<file path="config.mk">
export PLATFORM = sky130hd
export DESIGN_NAME = clk_div_by_5
export DESIGN_NICKNAME = d
export VERILOG_FILES = /design/src/rtl/clk_div_by_5.sv
export SDC_FILE = /design/constraint.sdc
export NUM_CORES = 1
export LEC_CHECK = 0
export ABC_AREA = 1
export BUFFER_PORTS_ARGS = -buffer_cell sky130_fd_sc_hd__buf_2
export CAP_MARGIN = 0
export CORE_AREA = 2 2 39 41
export CTS_CLUSTER_SIZE = 28
export DETAILED_ROUTE_END_ITERATION = 12
export DIE_AREA = 0 0 41 43
export GPL_TIMING_DRIVEN = 0
export PLACE_DENSITY = 0.35
export SETUP_SLACK_MARGIN = 0.02
export SYNTH_ARGS = -nofsm -noshare
export SYNTH_HDL_FRONTEND = slang
export SYNTH_SLANG_ARGS = --single-unit
</file>
<file path="constraint.sdc">
create_clock -name clk -period 2.1 [get_ports clk]
set_input_delay 0.315 -clock clk [delete_from_list [all_inputs] [get_ports clk]]
set_output_delay 0.315 -clock clk [all_outputs]
set_load 0.05 [all_outputs]
</file>
<file path="src/rtl/clk_div_by_5.sv">
// clk_div_by_5: divides clk by DIV with a 50% duty cycle on clk_out, odd DIV included.
// Optional feature macro CLKDIV_TICK_EN adds a one-clk-cycle tick at each clk_out rise.
`timescale 1ns/1ps
module clk_div_by_5 #(
  parameter int DIV = 5
) (
  input  logic clk,
  input  logic rstn,
  output logic clk_out
`ifdef CLKDIV_TICK_EN
  ,
  output logic tick
`endif
);

  localparam int CW = (DIV > 2) ? $clog2(DIV) : 1;
  localparam logic [CW-1:0] LAST = CW'(DIV - 1);
  localparam logic [CW-1:0] HALF = CW'(DIV / 2);

  generate
    if (DIV < 2) begin : gen_bad_div
      $error("clk_div_by_5: DIV must be >= 2, got %0d", DIV);
    end
  endgenerate

  logic [CW-1:0] cnt_reg;
  logic [CW-1:0] cnt_next;
  logic          q_p_reg;

  always_comb begin
    cnt_next = (cnt_reg == LAST) ? '0 : cnt_reg + CW'(1);
  end

  // Resetting cnt to LAST makes the first count after release 0, so clk_out rises there.
  always_ff @(posedge clk) begin
    if (!rstn) begin
      cnt_reg <= LAST;
      q_p_reg <= 1'b0;
    end else begin
      cnt_reg <= cnt_next;
      q_p_reg <= (cnt_next < HALF);
    end
  end

  generate
    if (DIV % 2 == 1) begin : gen_odd
      logic q_n_reg;

      // Half-period delayed copy stretches the high phase by half a clk cycle.
      always_ff @(negedge clk) begin
        if (!rstn) begin
          q_n_reg <= 1'b0;
        end else begin
          q_n_reg <= q_p_reg;
        end
      end

      assign clk_out = q_p_reg | q_n_reg;
    end else begin : gen_even
      assign clk_out = q_p_reg;
    end
  endgenerate

`ifdef CLKDIV_TICK_EN
  always_ff @(posedge clk) begin
    if (!rstn) begin
      tick <= 1'b0;
    end else begin
      tick <= (cnt_next == '0);
    end
  end
`endif

endmodule

</file>
==> parameters.txt, run 1 <==
Parameter                              Value

Power
  Part of the total power dissipated in combinational logic ... 35.7%
  Relative contribution of sequential cells to total power ... a little over a third
  P_leak ... 0.147 nW
  Power per standard cell area ... between 1000 and 1500 nW/um2
  Cell internal power dissipation ... roughly 0.00025 W
  Switching share of total power ... 34.8%
  Power dissipated by switching net loads ... roughly 0.00014 W
  Power Total ... approximately 0.0004 W
  Worst voltage drop across the vdd grid ... about 570 uV
  Clock Power Share ... 29.3%

Route
  Post-DR vias/cell ... 3.30
  DR pass1 iterations ... 1
  Number of DRC violations after detailed-routing iteration 0 ... 0
  Avg WL per Cell ... between 7 and 8 um
  Total wirelength of the detailed-routed design ... 324 um
  Detailed-route DRC error count ... 0
  Antenna-violating nets left ... 0
  Via count ... 152

Synthesis
  Post-Syn Nets ... 28
  Post-synthesis instance area ... 205 um2
  Average size of a mapped cell ... 8.55 um2
  Sequential fraction of the synthesis area ... around half
  Number of instances in the synthesized netlist ... 24
  Number of synthesized register bits ... 5
  Library cells used by synthesis ... 11
  Number of warnings issued by yosys ... 0

Floorplanning
  Die area ... 1760 um2
  Effective utilization at floorplan ... 14.8%
  Total core area ... 1380 um2
  Number of rows created at floorplan ... 14
  Width of the die ... 41 um
  Die height ... 43 um
  I/O pin count ... 3

Worst setup path
  Worst setup SP type ... flip-flop
  Largest fanout on the critical path ... 1
  CP arrival ... 2010 ps
  Type of the worst setup path ... flip-flop to output pin
  Worst EP required ... 1780 ps
  Cell count of the worst reg-to-reg path ... 2
  Kind of capture point of the worst setup path ... output pin

Global route
  Vias in the first global route ... 169
  Antenna violations before repair ... 0
  Pin count of the biggest net entering global routing ... 4
  Residual overflow from global routing ... 0
  Global-route wire length before repair ... 614 um
  Total routing usage reported by global routing ... 5.61%

STA
  Worst clock skew ... about 57 ps
  Setup-violating endpoint count in the final report ... 1
  RSZ-0062 raised after global routing ... true
  Slew margin rel. ... about 88%
  Number of failing hold endpoints at the final stage ... 0
  Worst-Margin Slew ... 186 ps
  Number of max-slew violations in the final report ... 0
  Final worst-path setup slack ... -227 ps

Worst hold path
  Class of the worst hold path ... input pin to flip-flop
  Worst hold stages ... 3

Finish
  Final Net Count ... 35
  Number of flip-flops in the largest register ... 3
  Most common cell after layout, fill and taps aside ... sky130_fd_sc_hd__inv_1
  Diodes inserted ... 0
  Cell area after layout ... 274 um2
  Signed area change from the synthesized netlist to the final layout ... 33.5%
  Final core utilization ... 19.8%
  Fraction of layout instances using a drive strength above 1 ... between 30% and 40%
  Commonest cells after routing, fill and taps aside ... sky130_fd_sc_hd__inv_1, sky130_fd_sc_hd__dfxtp_1, sky130_fd_sc_hd__nand2_1, sky130_fd_sc_hd__clkbuf_4, sky130_fd_sc_hd__ha_1

Status
  Outcome ... finished with violations
  Violations in the final reports ... setup timing

Clocking
  Num Clock Sinks ... 5
  Maximum root-to-sink buffer count ... 2
  Clk root buf ... sky130_fd_sc_hd__clkbuf_4
  Clock latency at the later pin of the worst-skew pair ... 300 ps
  Post-cts hold buffer count ... 0
  CTS tree ... yes
  Cts bufs inserted ... 3
  Clock H-tree levels ... 1
  Clock transition at the registers of the reported paths ... 40 ps

Placed design
  Dpl hpwl ... roughly 230 um
  Number of buffers added on ports ... 2
  Placed cell areas ... between 200 and 250 um2
  Placer's final routability congestion estimate ... 0.611

Flow run
  Max-cap viol count ... 0
## kinds of logic (layout without fill, tap and decap cells)
| family | after synthesis | in the layout | share of synthesized area (%) |
|---|---|---|---|
| buffers and inverters | 8 | 14 | 14.6 |
| and+or+nand+nor | 7 | 7 | 16.5 |
| DFF | 5 | 5 | 48.8 |
| adders and majority gates | 2 | 2 | 12.2 |
| AOI/OAI and AO/OA | 2 | 2 | 7.93 |
## metal layers
layer,share of wire [%],global-route usage [%],up-vias
li1,-,-,81
met1,41,4.15,66
met2,48,8.75,3
met3,8.3,6.28,2
met4,2.2,2.00,0
met5,0,0,-
## worst max-delay path, cell delays in order (launching register included)
cell                      delay [ps]
sky130_fd_sc_hd__dfxtp_1         290
sky130_fd_sc_hd__or2_4           220
sky130_fd_sc_hd__buf_8           150
## path summary, 6_finish.rpt
kind,startpoint,to,slack (ps)
worst max register to register,q_p_reg$_SDFF_PN0_,gen_odd.q_n_reg$_SDFF_NN0_,620
worst max-delay path,gen_odd.q_n_reg$_SDFF_NN0_,clk_out,-230
worst min register to register,cnt_reg[2]$_SDFF_PN1_,cnt_reg[0]$_SDFF_PP0_,420
worst min-delay path,rstn,cnt_reg[1]$_SDFF_PN0_,310
## area by class of cell
| class | count | area [um2] |
|---|---|---|
| multi-input combinational | 11 | 77.6 |
| tap | 16 | 20.0 |
| clock buffer | 3 | 22.5 |
| fill | 153 | 1110 |
| timing repair buffer | 2 | 20.0 |
| inverter | 7 | 26.3 |
| sequential | 5 | 100 |
| clock inverter | 2 | 7.51 |
## power groups by stage
stage                      Clock (W)  Combinational, W  Sequential [W]
after floorplan           0.00000596         0.0000934        0.000134
after global placement    0.00000596          0.000111        0.000136
after detailed placement  0.00000596          0.000112        0.000137
after CTS                   0.000119          0.000142        0.000136
after global routing        0.000126          0.000154        0.000140
final                       0.000114          0.000140        0.000137
## cell usage after synthesis, drive strengths merged
master	number	share of area [%]
inv	8	15
dfxtp	5	49
nand2	4	8.5
ha	2	12
nor2	2	4.9
a211oi	1	3.7
a21oi	1	4.3
or2	1	3.1
## what timing repair did
action,CTS,global route
hold endpoints to repair,0,0
resized for setup,4,0
setup endpoints to repair,1,1
buffers inserted,0,0
gates cloned,0,0
## stage by stage
step / setup TNS, ps / hold WS [ps] / std cells / setup slack [ps]
global route: -256 / 330 / 46 / -256
detailed placement: -8.24 / 420 / 42 / -8.24
global placement: -5.90 / 430 / 42 / -5.90
CTS: -239 / 304 / 46 / -239
finish: -227 / 310 / 46 / -227
floorplan: 0 / 408 / 24 / 71.3
Power figures use the tool's default switching activity.
==> inputs of run 2 (changes only) <==
--- a/config.mk
+++ b/config.mk
@@ -8,12 +8,14 @@
 export ABC_AREA = 1
 export BUFFER_PORTS_ARGS = -buffer_cell sky130_fd_sc_hd__buf_2
 export CAP_MARGIN = 0
+export CELL_PAD_IN_SITES_DETAIL_PLACEMENT = 0
+export CELL_PAD_IN_SITES_GLOBAL_PLACEMENT = 2
 export CORE_AREA = 2 2 39 41
 export CTS_CLUSTER_SIZE = 28
 export DETAILED_ROUTE_END_ITERATION = 12
 export DIE_AREA = 0 0 41 43
 export GPL_TIMING_DRIVEN = 0
-export PLACE_DENSITY = 0.35
+export PLACE_DENSITY = 0.47
 export SETUP_SLACK_MARGIN = 0.02
 export SYNTH_ARGS = -nofsm -noshare
 export SYNTH_HDL_FRONTEND = slang
==> run 2 against run 1 <==
Net effect: the run still ends with setup timing left; cell count is the same; hold slack got worse by 4.0 ps; sequential power hardly changed; total power decreased by 0.80%; via count decreased by 2.0%; global-route usage down 0.28 points; clock power barely moved; wire length down 6.2%; non-clock buffer count is the same; combinational power hardly changed; die area unchanged; largest power group unchanged.
==> parameters.txt, run 2 (same netlist as run 1, synthesis figures left out) <==
Parameter                              Value

Status
  Outcome ... finished with violations
  Violations in the final reports ... setup timing

Floorplanning
  Width of the die ... 41 um
  Die height ... 43 um
  Number of rows created at floorplan ... 14
  I/O pin count ... 3
  Die area ... roughly 1800 um2
  Total core area ... 1380 um2
  Effective utilization at floorplan ... approximately 15%

Worst setup path
  Worst setup SP type ... flip-flop
  Family with the most delay on the worst path ... flip-flops
  Sum of buffers and inverters on the critical path ... 1
  Worst EP required ... about 1800 ps
  Largest fanout on the critical path ... 1
  Cell with the biggest individual delay on the critical path ... sky130_fd_sc_hd__dfxtp_1
  Kind of capture point of the worst setup path ... output pin
  CP arrival ... 2010 ps
  Peak per-stage delay on the critical path ... 290 ps
  Type of the worst setup path ... flip-flop to output pin
  Cells along the critical path ... or2_4, buf_8

Route
  Avg WL per Cell ... 6.61 um
  Total wirelength of the detailed-routed design ... 304 um
  Number of DRC violations after detailed-routing iteration 0 ... 2
  Post-DR vias/cell ... 3.24
  Detailed-route DRC error count ... 0
  Via count ... 149
  Antenna-violating nets left ... 0
  DR pass1 iterations ... 2

STA
  Number of max-slew violations in the final report ... 0
  Hold_ws ... 306 ps
  Worst-Margin Slew ... 186 ps
  Setup-violating endpoint count in the final report ... 1
  Final worst-path setup slack ... -225 ps
  RSZ-0062 raised after global routing ... true
  Worst clock skew ... approximately 53 ps
  Number of failing hold endpoints at the final stage ... 0
  Slew margin rel. ... 87.5%

Finish
  Number of flip-flops in the largest register ... 3
  Cell area after layout ... 274 um2
  Fraction of layout instances using a drive strength above 1 ... about a third
  Most common cell after layout, fill and taps aside ... sky130_fd_sc_hd__inv_1
  Final Net Count ... 35
  Diodes inserted ... 0
  Signed area change from the synthesized netlist to the final layout ... 33.5%
  Commonest cells after routing, fill and taps aside ... sky130_fd_sc_hd__inv_1, sky130_fd_sc_hd__dfxtp_1, sky130_fd_sc_hd__nand2_1, sky130_fd_sc_hd__clkbuf_4, sky130_fd_sc_hd__ha_1

Clocking
  Setup repair bufs after CTS ... 0
  Clock H-tree levels ... 1
  Num Clock Sinks ... 5
  Cts bufs inserted ... 3
  Clock transition at the registers of the reported paths ... 40 ps
  Clock latency at the later pin of the worst-skew pair ... 300 ps
  Maximum root-to-sink buffer count ... 2
  Post-cts hold buffer count ... 0
  CTS tree ... yes
  Clk root buf ... sky130_fd_sc_hd__clkbuf_4

Power
  Power per standard cell area ... between 1000 and 1500 nW/um2
  P_leak ... 0.147 nW
  Worst voltage drop across the vdd grid ... around 380 uV

Placed design
  Placer's final routability congestion estimate ... 0.686
  Dpl hpwl ... 246 um
  Number of buffers added on ports ... 2
  Placed cell areas ... 235 um2

Global route
  Residual overflow from global routing ... 0
  Total routing usage reported by global routing ... about 5.3%
  Antenna violations before repair ... 0
  Global-route wire length before repair ... a little over 500 um
  Pin count of the biggest net entering global routing ... 4
  Vias in the first global route ... 139

Flow run
  Max-cap viol count ... 0

Worst hold path
  Class of the worst hold path ... input pin to flip-flop
## run 2: report_power, final
part | leakage [nW] | internal, W | switching, W
combinational | 0.0807 | 0.0000620 | 0.0000759
clock | 0.0245 | 0.0000694 | 0.0000430
sequential | 0.0416 | 0.000123 | 0.0000146
total | 0.147 | 0.000254 | 0.000134
## run 2: final timing paths
check | start | to | slack, ps | depth (start not counted)
max | gen_odd.q_n_reg$_SDFF_NN0_ | clk_out | -220 | 2
min | rstn | cnt_reg[1]$_SDFF_PN0_ | 310 | 3
max reg2reg | q_p_reg$_SDFF_PN0_ | gen_odd.q_n_reg$_SDFF_NN0_ | 610 | 2
min reg2reg | cnt_reg[0]$_SDFF_PP0_ | cnt_reg[0]$_SDFF_PP0_ | 450 | 1
## run 2: repair_timing
item | in CTS | in global routing
cloned | 0 | 0
setup endpoints to repair | 1 | 1
resized for setup | 4 | 0
## run 2: metrics by stage
step / setup TNS (ps) / util, % / instances / total power [W] / worst slack, ps
final: -225 / 19.8 / 46 / 0.000388 / -225
after global routing: -254 / 19.8 / 46 / 0.000414 / -254
after CTS: -236 / 19.8 / 46 / 0.000395 / -236
after detailed placement: -13.4 / 17.0 / 42 / 0.000257 / -13.4
after global placement: -4.25 / 17.0 / 42 / 0.000256 / -4.25
after floorplan: 0 / - / 24 / 0.000233 / 71.3
## run 2: cell type report
cell class / count / area, um2
inverters: 7 / 26.3
clock buffers: 3 / 22.5
fillers: 151 / 1110
well taps: 16 / 20.0
clock inverters: 2 / 7.51
flip-flops and latches: 5 / 100
repair buffers: 2 / 20.0
multi-input cells: 11 / 77.6
## run 2: worst min-delay path, delay by kind of cell
family	cells	cell delay (ps)
buffers and inverters	2	150
AND/OR/NAND/NOR	1	50
## run 2: layer usage
layer  part of all wire [%]  track usage, %  up-vias  routed length [um]
li1                       -               -       80                   -
met1                     45            4.84       65                 138
met2                     43            5.31        4                 132
met3                     11            7.85        0                  33
met4                      0            4.00        0                   0
met5                      0               0        -                   0
